## src/rtl/status_cond_unit.sv

```systemverilog
// NZCV status register, one-deep SPSR and ARM condition evaluation for the ID/EXE boundary.
// Flags from an S-instruction in EXE are bypassed to the ID-stage condition check in the same cycle.
module status_cond_unit #(
  parameter logic [3:0] SR_RESET = 4'b0000,
  parameter bit         NV_PASS  = 1'b0
) (
  input  logic       clk,
  input  logic       rst,
  input  logic [3:0] status_in,
  input  logic       ex_s_update,
  input  logic [3:0] id_cond,
  input  logic       id_valid,
  input  logic       freeze,
  input  logic       flush,
  input  logic       save_sr,
  input  logic       restore_sr,
  output logic       cin_out,
  output logic [3:0] sr_out,
  output logic [3:0] spsr_out,
  output logic       cond_pass_q,
  output logic       exe_valid_q
);

  logic [3:0] r_sr;
  logic [3:0] r_spsr;
  logic       r_cond_pass;
  logic       r_exe_valid;

  logic [3:0] w_eff;
  logic       w_n, w_z, w_c, w_v;
  logic       w_pass;

  assign w_eff = ex_s_update ? status_in : r_sr;
  assign w_n   = w_eff[3];
  assign w_z   = w_eff[2];
  assign w_c   = w_eff[1];
  assign w_v   = w_eff[0];

  always_comb begin
    w_pass = 1'b0;
    case (id_cond)
      4'b0000: w_pass = w_z;
      4'b0001: w_pass = ~w_z;
      4'b0010: w_pass = w_c;
      4'b0011: w_pass = ~w_c;
      4'b0100: w_pass = w_n;
      4'b0101: w_pass = ~w_n;
      4'b0110: w_pass = w_v;
      4'b0111: w_pass = ~w_v;
      4'b1000: w_pass = w_c & ~w_z;
      4'b1001: w_pass = ~w_c | w_z;
      4'b1010: w_pass = (w_n == w_v);
      4'b1011: w_pass = (w_n != w_v);
      4'b1100: w_pass = ~w_z & (w_n == w_v);
      4'b1101: w_pass = w_z | (w_n != w_v);
      4'b1110: w_pass = 1'b1;
      default: w_pass = NV_PASS;
    endcase
  end

  // SR ignores freeze/flush: the EXE instruction is older and always retires its flags.
  always_ff @(posedge clk or negedge rst) begin
    if (!rst) begin
      r_sr   <= SR_RESET;
      r_spsr <= SR_RESET;
    end else begin
      if (restore_sr)       r_sr <= r_spsr;
      else if (ex_s_update) r_sr <= status_in;

      if (save_sr && !restore_sr) r_spsr <= w_eff;
    end
  end

  always_ff @(posedge clk or negedge rst) begin
    if (!rst) begin
      r_cond_pass <= 1'b0;
      r_exe_valid <= 1'b0;
    end else if (flush) begin
      r_cond_pass <= 1'b0;
      r_exe_valid <= 1'b0;
    end else if (!freeze) begin
      r_cond_pass <= w_pass;
      r_exe_valid <= id_valid & w_pass;
    end
  end

  assign sr_out      = r_sr;
  assign spsr_out    = r_spsr;
  assign cin_out     = r_sr[1];
  assign cond_pass_q = r_cond_pass;
  assign exe_valid_q = r_exe_valid;

endmodule

```

## config.mk

```make
export PLATFORM = sky130hd
export DESIGN_NAME = status_cond_unit
export DESIGN_NICKNAME = d
export VERILOG_FILES = /design/src/rtl/status_cond_unit.sv
export SDC_FILE = /design/constraint.sdc
export NUM_CORES = 1
export LEC_CHECK = 0
export BUFFER_PORTS_ARGS = -buffer_cell sky130_fd_sc_hd__buf_4
export CORE_UTILIZATION = 50
export CTS_BUF_LIST = sky130_fd_sc_hd__clkbuf_16
export CTS_CLUSTER_SIZE = 40
export DETAILED_ROUTE_END_ITERATION = 8
export PLACE_DENSITY = 0.82
export SYNTH_ARGS = -nofsm -noshare
export SYNTH_HDL_FRONTEND = slang
export SYNTH_SLANG_ARGS = --single-unit
```

## constraint.sdc

```tcl
create_clock -name clk -period 3 [get_ports clk]
set_input_delay 0.45 -clock clk [delete_from_list [all_inputs] [get_ports clk]]
set_output_delay 0.45 -clock clk [all_outputs]
set_load 0.1 [all_outputs]
```

# Yosys cells after proc, flatten, opt, wreduce, memory -nomap -nowiden
# Cells that the tools add are included.
[op_classes] bitwise=9 eq_ne=17 mux=7 reduce_logical=3
[ops] operator="4-bit equality test (second input constant)" count=7
[ops] operator="4-bit by 3-bit equality test with 1-bit output (second input constant)" count=4
[ops] operator="1-bit one-hot mux with 15 select lines" count=1
[ops] operator="4-bit by 2-bit equality test with 1-bit output (second input constant)" count=2
[ops] operator="4-bit 2-to-1 mux" count=2
[ops] operator="4-bit by 1-bit equality test with 1-bit output (second input constant)" count=1
[ops] operator="4-bit zero test" count=1
[ops] operator="1-bit 2-to-1 mux" count=4
[ops] operator="1-bit NOT" count=4
[ops] operator="1-bit AND" count=3
[ops] operator="2-bit by 1-bit != test with 1-bit output (second input constant)" count=1
[ops] operator="1-bit bitwise OR" count=2
[ops] operator="1-bit equality test" count=1
[ops] operator="1-bit logical AND" count=1
[ops] operator="1-bit zero test" count=1
[ops] operator="1-bit != test" count=1
[totals] input_bits=16 regBits=10 output_inout_bits=11 elab_cells=40

# Logic depth before layout (Yosys ltp)
[logic_depth] ltp_word=7 depth_mapped=7 depth_no_buf=6

# Worst setup path after synthesis
# OpenSTA, ideal clock, no wires.
[synth_timing] kind="register to register" startpoint="register r_sr[0] (netlist: sr_out[0])" endpoint="register r_cond_pass (netlist: cond_pass_q)" n_path_buf=0 path_slack_ns=0.649 arrival_ns=2.228 stages_incl_launch_ff=7 path_cell_list="dfrtp_1 > xnor2_1 > mux2i_1 > and4b_1 > o31a_1 > a221o_1 > a22o_2"
[synth_between] elab_chain_cells=6
[synth_rtl] item="from (decl)" line="24" source="logic [3:0] r_sr;"
[synth_rtl] item="from (signal assigned)" line="67" source="if (restore_sr) r_sr <= r_spsr;"
[synth_rtl] item="from (signal assigned)" line="68" source="else if (ex_s_update) r_sr <= status_in;"
[synth_rtl] item="4-bit 2-to-1 mux (*)"
[synth_rtl] item="1-bit != test or 1-bit equality test (tied branches)"
[synth_rtl] item="1-bit bitwise OR or 1-bit AND (tied branches)" line="55, 54"
[synth_rtl] item="1-bit one-hot mux with 15 select lines (*)" line="41" source="case (id_cond)"
[synth_rtl] item="1-bit 2-to-1 mux (*)" line="81" source="end else if (!freeze) begin"
[synth_rtl] item="1-bit 2-to-1 mux (*)" line="78" source="end else if (flush) begin"
[synth_rtl] item="to (signal assigned)" line="82" source="r_cond_pass <= w_pass;"
[synth_rtl] item="to (decl)" line="26" source="logic r_cond_pass;"
# Every way passes the cells marked *; elsewhere a longest branch is shown, timed or not. The select of a mux whose other input is x is not followed.
# A chain may end at the register's enable or synchronous reset.

# Final worst setup path
[layout_timing] startpoint="register r_sr[3] (netlist: sr_out[3])" endpoint="register r_exe_valid (netlist: exe_valid_q)"
[layout_between] elab_chain_cells=7
[layout_rtl] item="4-bit 2-to-1 mux (*)"
[layout_rtl] item="1-bit != test or 1-bit equality test (tied branches)"
[layout_rtl] item="1-bit bitwise OR or 1-bit AND (tied branches)" line="55, 54"
[layout_rtl] item="1-bit one-hot mux with 15 select lines (*)" line="41"
[layout_rtl] item="1-bit AND (*)" line="83" source="r_exe_valid <= id_valid & w_pass;"
[layout_rtl] item="1-bit 2-to-1 mux (*)" line="81"
[layout_rtl] item="1-bit 2-to-1 mux (*)" line="78"
[layout_rtl] item="to (signal assigned)" line="83"
[layout_rtl] item="to (decl)" line="27" source="logic r_exe_valid;"
# Marks and branches as above.

==> PnR_summary.wiki <==
{| class="wikitable"
! Metric !! Value
|-
| Outcome || completed
|-
| CP Launch Type || flop
|-
| PD cells || 865 nW/um^2
|-
| Pin count of the biggest net entering global routing || 11
|-
| Floorplan die height || 39.2 um
|-
| Per-cell via count in the routed design || 5.47
|-
| Clk Latency, worst-skew pair || 0.24 ns
|-
| Overall power consumption || 0.000814 W
|-
| Worst Path Arrival || 1.97 ns
|-
| First-pass GRT wire length || 2280 um
|-
| LEAKAGE || 0.445 nW
|-
| Multi-input logic area || 390 sq um
|-
| Hold Vio Cnt, Final || 0
|-
| Top Ports || 27
|-
| Drt first pass iters || 1
|-
| Detailed Route WL || 1440 um
|-
| Number of cell rows || 13
|-
| Ant. Diodes || 0
|-
| Number of synthesized register bits || 10
|-
| Area growth from synthesis to layout || 35.7%
|-
| Beginning of the worst register-to-register path || sr_out[3]
|-
| Number of distinct library cells after synthesis || 31
|-
| Max-cap violations || 0
|-
| Initial core utilization || 0.533
|-
| Number of antenna violations at the first check in global routing || 0
|-
| RSZ-0062 raised after global routing || no
|-
| Final instance area || 941 sq um
|-
| Required time of the critical path || 3.13 ns
|-
| Post-Place Cell Area || 862 sq um
|-
| Net total in the final layout || 103
|-
| Overall fraction of global-route tracks in use || 0.233
|-
| # port buffers || 26
|-
| Worst-path fanout max || 4
|-
| Fraction of final layout cells with drive strength greater than 1 || 0.477
|-
| Nature of the critical path endpoint || flop
|-
| Inserted Clock Buffers || 3
|-
| Pre-CTS setup slack || 0.991 ns
|-
| Peak VDD IR || 490 uV
|-
| CP startpoint || sr_out[3]
|-
| Register clock-pin slew on the reported worst setup and hold paths || 0.04 ns
|-
| Post-synth design cell area || 693 sq um
|-
| Floorplan die area || 1540 sq um
|-
| Final core utilization || 0.723
|-
| Synth warn || 0
|-
| TritonCTS clock tree || built
|-
| Cts hold-fix bufs || 0
|-
| Clock sink total || 10
|-
| Worst slew margin relative to its limit || 0.777
|-
| Max Buffers Root-to-Sink || 2
|-
| Min Clock Period, post-route || 1.84 ns
|-
| Setup repair bufs after CTS || 0
|-
| Crit Path Class || flop to flop
|-
| Core Box Area || 1300 sq um
|-
| Slew at the pin closest to its max-slew limit || 0.324 ns
|-
| Post-route clock skew || 0.00598 ns
|-
| Routed wirelength normalized by instance count || 14.3 um
|-
| Avg Synthesized Cell Area || 11.4 sq um
|-
| Number of pins with negative max-slew slack in the final report || 0
|-
| Classification of the worst-slack hold path || input port to async pin
|-
| Seq. cell area || 250 sq um
|-
| Cells resized by post-CTS repair || 0
|-
| Routed vias || 552
|-
| Min setup slack post-route || 1.16 ns
|-
| Commonest register cell after synthesis || sky130_fd_sc_hd__dfrtp_1
|-
| Count of flip-flops with a built-in enable after synthesis || 0
|-
| Post-synthesis instance total || 61
|-
| Final-layout fill cell count || 98
|-
| Antenna Nets Post-Route || 0
|-
| Total of endpoints with negative setup slack in the final report || 0
|-
| Number of DRC markers after the initial detailed-route iteration || 0
|-
| Post-synth ARST share || 1.00
|-
| DRC errors left || 0
|-
| Fmax || 0.543 GHz
|-
| Net Count, Synth || 77
|-
| Routability-driven placement congestion ratio || 0.705
|-
| CTS H-Tree Depth || 1
|-
| Number of global-route vias before repair || 532
|-
| Portion of the post-synthesis area used by sequential elements || 0.361
|-
| Final worst-path cycle share || 0.614
|-
| Die Width || 39.2 um
|-
| Clock tree root buffer cell || sky130_fd_sc_hd__clkbuf_16
|-
| Total Neg Setup Slack || 0 ns
|-
| Sum of overflow across all layers after global routing || 0
|}
==> sequential cells by signal, summed over array words and instances (netlist names) <==
signal and count:
spsr_out 4, sr_out 4, cond_pass_q 1, exe_valid_q 1
==> final timing paths <==
path / end / slack (ns) / depth (start not counted)
min in group clk: sr_out[3] / 0.46 / 2
max in group asynchronous: spsr_out[0] / 2.82 / 1
hold reg to reg: cond_pass_q / 0.51 / 1
setup reg to reg: exe_valid_q / 1.16 / 6
hold / removal: sr_out[1] / 0.03 / 1
setup / recovery: exe_valid_q / 1.16 / 6
==> through the flow <==
step,hold slack (ns),std cells
6_report,0.0296,101
5_1_grt,0.0373,101
4_1_cts,0.0323,101
3_5_place_dp,0.286,97
3_3_place_gp,0.285,97
2_1_floorplan,0.154,61
==> per-layer routing <==
layer / vias to the layer above / GRT usage / part of all wire
li1: 277 / - / -
met3: 2 / 0.104 / 0.049
met5: - / 0 / 0
met1: 261 / 0.244 / 0.43
met4: 0 / 0.0776 / 0.0090
met2: 12 / 0.408 / 0.51
==> cell usage after synthesis (2+ instances only) <==
| cell | number | area, sq um |
|---|---|---|
| sky130_fd_sc_hd__buf_4 | 2 | 15.0 |
| sky130_fd_sc_hd__buf_6 | 2 | 22.5 |
| sky130_fd_sc_hd__dfrtp_1 | 10 | 250 |
| sky130_fd_sc_hd__inv_1 | 2 | 7.51 |
| sky130_fd_sc_hd__mux2_2 | 8 | 90.1 |
| sky130_fd_sc_hd__mux2i_1 | 5 | 50.1 |
| sky130_fd_sc_hd__nor2_1 | 2 | 7.51 |
| sky130_fd_sc_hd__nor3_1 | 2 | 10.0 |
| sky130_fd_sc_hd__nor3b_1 | 4 | 30.0 |
| sky130_fd_sc_hd__o21ai_0 | 2 | 10.0 |
| sky130_fd_sc_hd__xnor2_1 | 2 | 17.5 |
==> cell type report <==
class / instances / share of cell area
tap: 15 / 0.0199
inverter: 2 / 0.00798
clock inverter: 1 / 0.00399
clock buffer: 3 / 0.0798
timing repair buffer: 26 / 0.207
multi-input combinational: 44 / 0.415
sequential: 10 / 0.266
==> placed cells by master, fill, tap and decap left out <==
cell | synthesis | layout
sky130_fd_sc_hd__a221o_1 | 1 | 1
sky130_fd_sc_hd__a22o_2 | 1 | 1
sky130_fd_sc_hd__a22oi_1 | 1 | 1
sky130_fd_sc_hd__a31oi_1 | 1 | 1
sky130_fd_sc_hd__a32o_1 | 1 | 1
sky130_fd_sc_hd__and2b_1 | 1 | 1
sky130_fd_sc_hd__and2b_2 | 1 | 1
sky130_fd_sc_hd__and4_1 | 1 | 1
sky130_fd_sc_hd__and4b_1 | 1 | 1
sky130_fd_sc_hd__buf_4 | 2 | 26
sky130_fd_sc_hd__clkbuf_16 | 0 | 3
sky130_fd_sc_hd__clkinv_1 | 0 | 1
sky130_fd_sc_hd__dfrtp_1 | 10 | 10
sky130_fd_sc_hd__inv_1 | 2 | 2
sky130_fd_sc_hd__mux2_2 | 8 | 8
sky130_fd_sc_hd__mux2_4 | 1 | 1
sky130_fd_sc_hd__mux2i_1 | 5 | 5
sky130_fd_sc_hd__mux4_1 | 1 | 1
sky130_fd_sc_hd__nand2_1 | 1 | 1
sky130_fd_sc_hd__nand2b_1 | 1 | 1
sky130_fd_sc_hd__nor2_1 | 2 | 2
sky130_fd_sc_hd__nor2_2 | 1 | 1
sky130_fd_sc_hd__nor3_1 | 2 | 2
sky130_fd_sc_hd__nor3b_1 | 4 | 4
sky130_fd_sc_hd__nor4_1 | 1 | 1
sky130_fd_sc_hd__o211ai_1 | 1 | 1
sky130_fd_sc_hd__o21a_1 | 1 | 1
sky130_fd_sc_hd__o21ai_0 | 2 | 2
sky130_fd_sc_hd__o31a_1 | 1 | 1
sky130_fd_sc_hd__xnor2_1 | 2 | 2
sky130_fd_sc_hd__xor2_1 | 1 | 1
==> worst max-delay path, cell delays in order (launching register included) <==
cell	delay, ns
sky130_fd_sc_hd__dfrtp_1	0.40
sky130_fd_sc_hd__xnor2_1	0.16
sky130_fd_sc_hd__mux2i_1	0.12
sky130_fd_sc_hd__and4b_1	0.21
sky130_fd_sc_hd__o31a_1	0.29
sky130_fd_sc_hd__a221o_1	0.28
sky130_fd_sc_hd__a32o_1	0.27
==> where the power goes <==
group          leakage [nW]  switching [W]  internal, W  total [W]
Sequential            0.123      0.0000231     0.000163   0.000186
Clock                0.0385      0.0000653     0.000175   0.000240
Combinational         0.284       0.000285     0.000103   0.000388
==> cells by family (layout without fill, tap and decap cells) <==
logic type / Yosys count / count (layout) / synth area share
and+or+nand+nor: 16 / 16 / 0.152
muxes: 15 / 15 / 0.262
AOI/OAI and AO/OA: 10 / 10 / 0.112
DFF: 10 / 10 / 0.361
buffers and inverters: 7 / 32 / 0.0758
xor gates and xnor gates: 3 / 3 / 0.0379
No activity file was read; power rests on OpenSTA's default activity.
